[src/rtl/mem_port_arbiter.sv]
// ---------------------------------------------------------------------------
// mem_port_arbiter
//
// Shares one single-port synchronous memory between the instruction-fetch
// stage (IF) and the data-memory stage (DM) of the MIPS pipeline CPU. Only one
// access is outstanding at a time. A counter tracks the fixed memory latency
// and, on the completion cycle, the read data and a one-cycle rvalid strobe
// are returned to whichever requester owns the access. The completion cycle
// is also a grant cycle, so back-to-back requests get one access every
// MEM_LAT cycles.
//
// Parameters:
//   ADDR_W   address width
//   DATA_W   data width
//   MEM_LAT  cycles from issue to valid mem_rdata (1..15)
//
// Optional feature macro:
//   MEM_ARB_RR_EN  defined   -> round-robin between IF and DM on contention
//                  undefined -> fixed priority, DM wins over IF
//
// Ports:
//   clk, reset                      rising-edge clock, async active-high reset
//   if_req/if_addr                  fetch request (held until if_gnt)
//   if_gnt/if_rdata/if_rvalid       fetch grant, data, completion pulse
//   dm_req/dm_we/dm_addr/dm_wdata   data request (held until dm_gnt)
//   dm_gnt/dm_rdata/dm_rvalid       data grant, read data (0 on writes), pulse
//   mem_en/mem_we/mem_addr/mem_wdata  memory issue signals, 0 when idle
//   mem_rdata                       memory read data, valid MEM_LAT after issue
// ---------------------------------------------------------------------------
module mem_port_arbiter #(
   parameter int ADDR_W  = 32,
   parameter int DATA_W  = 32,
   parameter int MEM_LAT = 2
) (
   input  logic              clk,
   input  logic              reset,
   input  logic              if_req,
   input  logic [ADDR_W-1:0] if_addr,
   output logic              if_gnt,
   output logic [DATA_W-1:0] if_rdata,
   output logic              if_rvalid,
   input  logic              dm_req,
   input  logic              dm_we,
   input  logic [ADDR_W-1:0] dm_addr,
   input  logic [DATA_W-1:0] dm_wdata,
   output logic              dm_gnt,
   output logic [DATA_W-1:0] dm_rdata,
   output logic              dm_rvalid,
   output logic              mem_en,
   output logic              mem_we,
   output logic [ADDR_W-1:0] mem_addr,
   output logic [DATA_W-1:0] mem_wdata,
   input  logic [DATA_W-1:0] mem_rdata
);

   localparam int CNT_W = $clog2(MEM_LAT + 1);
   localparam logic [CNT_W-1:0] LAT_C = CNT_W'(MEM_LAT);

   typedef enum logic {IDLE, BUSY} state_t;
   typedef enum logic {OWN_IF, OWN_DM} owner_t;

   state_t           r_state, w_stateNext;
   owner_t           r_owner, w_ownerNext;
   logic [CNT_W-1:0] r_cnt, w_cntNext;
   logic             r_we, w_weNext;

   logic w_done;
   logic w_eligible;
   logic w_grant;
   logic w_pickDm;

   // The completion cycle is the last cycle of an access; it also opens the
   // next grant window so the memory never sits idle between requests.
   assign w_done     = (r_state == BUSY) && (r_cnt == LAT_C);
   assign w_eligible = ~reset && ((r_state == IDLE) || w_done);
   assign w_grant    = w_eligible && (if_req || dm_req);

`ifdef MEM_ARB_RR_EN
   owner_t r_last;

   // Round-robin: on contention the requester that did not win last time
   // gets the port; with a single requester it simply wins.
   assign w_pickDm = dm_req && (!if_req || (r_last == OWN_IF));

   // Remember the most recent winner for the next contention decision.
   always_ff @(posedge clk or posedge reset) begin
      if (reset) begin
         r_last <= OWN_IF;
      end else if (w_grant) begin
         r_last <= w_pickDm ? OWN_DM : OWN_IF;
      end
   end
`else
   // Fixed priority: the older instruction sitting in MEM must progress, so
   // DM wins whenever it is requesting.
   assign w_pickDm = dm_req;
`endif

   assign dm_gnt = w_grant && w_pickDm;
   assign if_gnt = w_grant && !w_pickDm;

   // Memory issue signals are steered from the winner only in a grant cycle
   // and forced to zero otherwise so the memory sees a clean idle bus.
   always_comb begin
      mem_en    = 1'b0;
      mem_we    = 1'b0;
      mem_addr  = '0;
      mem_wdata = '0;
      if (dm_gnt) begin
         mem_en    = 1'b1;
         mem_we    = dm_we;
         mem_addr  = dm_addr;
         mem_wdata = dm_wdata;
      end else if (if_gnt) begin
         mem_en    = 1'b1;
         mem_addr  = if_addr;
      end
   end

   // Completion strobes and data go only to the owner of the finishing
   // access; a DM write returns zero data alongside its strobe.
   assign if_rvalid = w_done && (r_owner == OWN_IF);
   assign dm_rvalid = w_done && (r_owner == OWN_DM);
   assign if_rdata  = if_rvalid ? mem_rdata : '0;
   assign dm_rdata  = (dm_rvalid && !r_we) ? mem_rdata : '0;

   // Next-state logic: a grant always (re)starts the latency counter at 1,
   // even in a completion cycle; otherwise a finishing access drops to IDLE
   // and an outstanding one keeps counting.
   always_comb begin
      w_stateNext = r_state;
      w_ownerNext = r_owner;
      w_cntNext   = r_cnt;
      w_weNext    = r_we;
      if (w_grant) begin
         w_stateNext = BUSY;
         w_ownerNext = w_pickDm ? OWN_DM : OWN_IF;
         w_cntNext   = CNT_W'(1);
         w_weNext    = w_pickDm && dm_we;
      end else if (w_done) begin
         w_stateNext = IDLE;
         w_cntNext   = '0;
         w_weNext    = 1'b0;
      end else if (r_state == BUSY) begin
         w_cntNext   = r_cnt + 1'b1;
      end
   end

   // State registers; reset abandons any outstanding access so no rvalid
   // can follow it.
   always_ff @(posedge clk or posedge reset) begin
      if (reset) begin
         r_state <= IDLE;
         r_owner <= OWN_IF;
         r_cnt   <= '0;
         r_we    <= 1'b0;
      end else begin
         r_state <= w_stateNext;
         r_owner <= w_ownerNext;
         r_cnt   <= w_cntNext;
         r_we    <= w_weNext;
      end
   end

endmodule

[config.mk]
export PLATFORM = sky130hd
export DESIGN_NAME = mem_port_arbiter
export DESIGN_NICKNAME = d
export VERILOG_FILES = /design/src/rtl/mem_port_arbiter.sv
export SDC_FILE = /design/constraint.sdc
export NUM_CORES = 1
export LEC_CHECK = 0
export BUFFER_PORTS_ARGS = -buffer_cell sky130_fd_sc_hd__buf_2
export CORE_AREA = 2 2 105 107
export CTS_BUF_LIST = sky130_fd_sc_hd__clkbuf_4 sky130_fd_sc_hd__clkbuf_8
export CTS_CLUSTER_SIZE = 30
export DETAILED_ROUTE_END_ITERATION = 7
export DIE_AREA = 0 0 107 109
export SYNTH_ARGS = -nofsm -noshare
export SYNTH_HDL_FRONTEND = slang
export SYNTH_SLANG_ARGS = --single-unit
[constraint.sdc]
create_clock -name clk -period 1.3 [get_ports clk]
set_input_delay 0.26 -clock clk [delete_from_list [all_inputs] [get_ports clk]]
set_output_delay 0.26 -clock clk [all_outputs]
set_load 0.01 [all_outputs]
# After elaboration in Yosys (flattened, before gate mapping)
# Cells that the tools add are included.
[op_classes]
n_addsub = 1
n_eq_ne = 1
n_mux = 15
n_bitwise = 3
reduce_logical = 15
[ops]
columns = ["cell", "count"]
rows = [
  ["$mux W32", 5],
  ["$logic_and A1 B1 Y1", 9],
  ["$mux W1", 7],
  ["$mux W2", 3],
  ["$not A1 Y1", 3],
  ["$reduce_bool A3 Y1", 1],
  ["$add A2 B1 Y2 const B", 1],
  ["$eq A2 B2 Y1 const B", 1],
  ["$logic_not A1 Y1", 2],
  ["$logic_or A1 B1 Y1", 2],
  ["$reduce_bool A2 Y1", 1],
]
[totals]
reg_bits = 5
word_cells = 39

# Depth between registers and ports, before layout
[depth]
word_depth = 8
mapped_depth = 6
depth_no_buf = 3

# Worst setup path after synthesis
# Ideal clock, no wire load.
[synth_timing]
kind = "register to output"
from = "reg r_cnt[0]"
to = "out mem_addr[11]"
arrival_time_ns = 1.204
setup_slack_ns = -0.164
path_stages_with_launch = 5
n_path_buf = 1
path_cell_list = "dfrtp_1 > nand2b_2 > a21o_2 > clkbuf_8 > nor2_1"
[synth_via]
elab_chain_cells = 8
[synth_rtl]
columns = ["item", "line_no", "text"]
rows = [
  ["start, declared", "64", "logic [CNT_W-1:0] r_cnt, w_cntNext;"],
  ["start signal, assigned", "160", "r_cnt <= w_cntNext;"],
  ["$eq A2 B2 Y1 (*)", "74", "assign w_done = (r_state == BUSY) && (r_cnt == LAT_C);"],
  ["$logic_and A1 B1 Y1 (*)", "74", ""],
  ["$logic_or A1 B1 Y1 (*)", "75", "assign w_eligible = ~reset && ((r_state == IDLE) || w_done);"],
  ["$logic_and A1 B1 Y1 (*)", "75", ""],
  ["$logic_and A1 B1 Y1 (*)", "76", "assign w_grant = w_eligible && (if_req || dm_req);"],
  ["$logic_and A1 B1 Y1", "100", "assign if_gnt = w_grant && !w_pickDm;"],
  ["$mux W32", "114", "end else if (if_gnt) begin"],
  ["$mux W32 (*)", "109", "if (dm_gnt) begin"],
  ["end, declared", "51", "output logic [ADDR_W-1:0] mem_addr,"],
]
# Every way passes the cells marked *; elsewhere a longest branch is shown, timed or not.

# Worst setup path in the final report
[layout_timing]
from = "reg r_cnt[0]"
to = "out mem_wdata[21]"
[layout_via]
elab_chain_cells = 7
[layout_rtl]
columns = ["item", "line_no", "text"]
rows = [
  ["$eq A2 B2 Y1", "74", ""],
  ["$logic_and A1 B1 Y1", "74", ""],
  ["$logic_or A1 B1 Y1", "75", ""],
  ["$logic_and A1 B1 Y1", "75", ""],
  ["$logic_and A1 B1 Y1", "76", ""],
  ["$logic_and A1 B1 Y1", "99", "assign dm_gnt = w_grant && w_pickDm;"],
  ["$mux W32", "109", ""],
  ["end, declared", "52", "output logic [DATA_W-1:0] mem_wdata,"],
]
# No other way between the ends.

==> run summary <==
Pwr Total = 4.70 mW
Via density = 4.26
HPWL after DPL = 6.87 mm
Predominant post-synthesis flop cell = dfrtp_1
CP Max Fanout = 7
Mapped Cells = 217
Clk_lat worst skew = 0.23 ns
Initial Util = 13.6%
Total die area = 11700 µm²
Status = finished with violations
Total global routing track utilization = 12.6%
Critical-path top delay cell = dfrtp_1
Worst Skew = 0.000850 ns
CTS buffer count = 3
CP Class = register to output pin
Worst Tran Pin Value = 0.394 ns
Critical Path Max Stage Delay = 0.40 ns
Placed cell areas = 3160 µm²
Die X = 107 µm
Fin worst setup slack = -0.518 ns
Final ANT Viol Nets = 0
Dpl cells = 611
Final Slew Violations = 0
DRT iter0 DRCs = 166
Crit share post-route = 140%
Failing checks = negative setup slack
Worst reg-to-reg setup slack = -0.04 ns
Pin count of the biggest net entering global routing = 38
Net Sw Power = 1.95 mW
Cell-internal power = 2.76 mW
Die H = 109 µm
DR DRC count = 0
Cell family with most CP delay = buffers and inverters
Final core utilization = 40.9%
EDFF count, synth = 0
Clock power frac = 6.8%
Hold buffers post-CTS = 0
Final hold slack = 0.0408 ns
Worst Hold Class = input port to async pin
Vias = 2719
Critical path arrival = 1.56 ns
FP Rows = 38
Syn_nets = 350
Critical Path RT = 1.04 ns
Routability cong. = 0.737
Fin cells = 639
Antenna violations before repair = 1
Final #Nets = 632
Reg2Reg Depth = 6
Tmin final = 1.82 ns
First-pass GRT wire length = 11.8 mm
Combinational power share = 86.7%
CTS tree = built
I/O pin count = 267
Port Buffers = 266
Fill count = 1063
YS warnings = 0
Gr ovfl total = 0
FMAX = 0.550 GHz
Pre-CTS WS = -0.271 ns
P_leak = 2.23 nW
Crit path buf inv count = 3
Top area cells in the synthesized netlist = and2_1 (28%), a22oi_1 (17%), and3_1 (12%)
CP Capture Type = output pin
RR Endpoint = r_we
Relative slew slack = 73.7%
Yosys top cell by area = and2_1
Number of global-route vias before repair = 2443
Mapped Area = 1440 µm²
Unique masters post-synth = 28
Clock sinks = 5
Post-Syn Area per Cell = 6.65 µm²
Share of the synthesized area in the top cell type = 27.7%
Post-synthesis async set-or-reset flop share = 100%
Reg power frac = 6.6%
MaxCap Viol Count = 0
Startpoint Class = register
Setup-failing EPs final = 136
Htree depth = 1
CTS root buf = clkbuf_8
Sequential fraction of the synthesis area = 8.67%
Reg clk slew, reported paths = 0.04 ns
Routed WL = 10.0 mm
Max rail drop VDD = 0.494 mV
Wire length per cell = 15.7 µm
CTS Buffer Depth = 2
WP depth = 6
Setup TNS = -58.69 ns
Worst path cell trace = nand2b_4 > a21oi_4 > buf_12 > clkbuf_16 > and3_4 > buf_6
Fin. Hold Viols = 0
Register bit total from synthesis = 5
RSZ-0062 raised after global routing = yes
Critical R2R Launch = r_cnt[0]
Layout cells sized above 1 = 82.3%
Post-Layout Inst Area = 4340 µm²
Layout area overhead = 200%
DRT Pass-1 Iters = 4
Sw Share = 41.3%
Core ar. = 10600 µm²
PwrDens = 1090 nW/µm²
-- cell families after synthesis --
group | after synthesis | share of synthesized area, %
muxes | 1 | 0.693
and+or+nand+nor | 143 | 57.6
DFF | 5 | 8.67
AOI/OAI and AO/OA | 40 | 21.4
buffers and inverters | 28 | 11.6
-- cells in the mapped netlist, types with 2 or more instances --
library cell,instances
a22oi_1,32
and2_1,64
and2_2,2
and3_1,28
and3_2,5
buf_2,10
buf_6,5
clkbuf_1,7
clkbuf_2,2
dfrtp_1,5
inv_1,3
nand2_1,6
nor2_1,33
-- placed cells by master, fill, tap and decap left out --
cell / instances
a21o_4: 4
a21oi_4: 2
a22oi_1: 32
and2_1: 29
and2_4: 37
and3_1: 1
and3_4: 32
buf_12: 8
buf_2: 179
buf_4: 13
buf_6: 89
buf_8: 4
clkbuf_16: 6
clkbuf_4: 1
clkbuf_8: 3
dfrtp_1: 3
dfrtp_2: 2
diode_2: 1
inv_1: 3
mux2i_1: 1
nand2_1: 6
nand2b_4: 1
nand3b_4: 1
nor2_1: 8
nor2_2: 10
nor2_4: 16
nor2b_2: 1
nor3_4: 1
o21a_1: 1
o21ai_0: 1
o21bai_1: 1
o22ai_1: 1
o2bb2ai_1: 1
-- power by group through the flow --
stage / sequential (mW) / clock, mW / combinational (mW)
floorplan: 0.295 / 0 / 1.64
global placement: 0.302 / 0 / 2.48
detailed placement: 0.309 / 0 / 2.52
CTS: 0.307 / 0.322 / 2.87
global route: 0.318 / 0.328 / 4.33
finish: 0.310 / 0.318 / 4.08
-- flip-flops by register name (all words and copies together) (netlist names) --
signal   flops
r_cnt        2
r_owner      1
r_state      1
r_we         1
-- layer usage --
layer	track usage (%)	share of wire (%)	vias up
met5	0	0	-
met4	2.32	0.57	0
met3	1.91	7.7	5
met2	24.4	55	173
met1	14.6	36	1229
li1	-	-	1312
-- worst max path at each step --
stage	from	endpoint	slack, ns
finish	r_cnt[0]	mem_wdata[21]	-0.52
global route	r_cnt[0]	dm_rdata[19]	-0.55
CTS	r_cnt[0]	dm_rdata[29]	-0.48
detailed placement	r_cnt[0]	mem_addr[4]	-0.27
global placement	r_state	mem_addr[31]	-0.23
floorplan	r_cnt[0]	mem_wdata[10]	-0.05
-- timing repair --
item / 4_1_cts / 5_1_grt
endpoints found under the setup margin: 134 / 134
pin swaps: 20 / 54
gates resized for setup: 49 / 112
buffers inserted: 1 / 9
gates cloned: 2 / 11
-- layout make-up --
class | instances | area [µm²] | share of cell area (%)
diodes | 1 | 2.50 | 0.0577
clock buffers | 4 | 48.8 | 1.13
inverters | 3 | 11.3 | 0.260
multi-input cells | 187 | 1600 | 37.0
flip-flops and latches | 5 | 128 | 2.94
well taps | 140 | 175 | 4.04
repair buffers | 299 | 2370 | 54.6
Note: power is estimated with default switching activity, not from simulation.
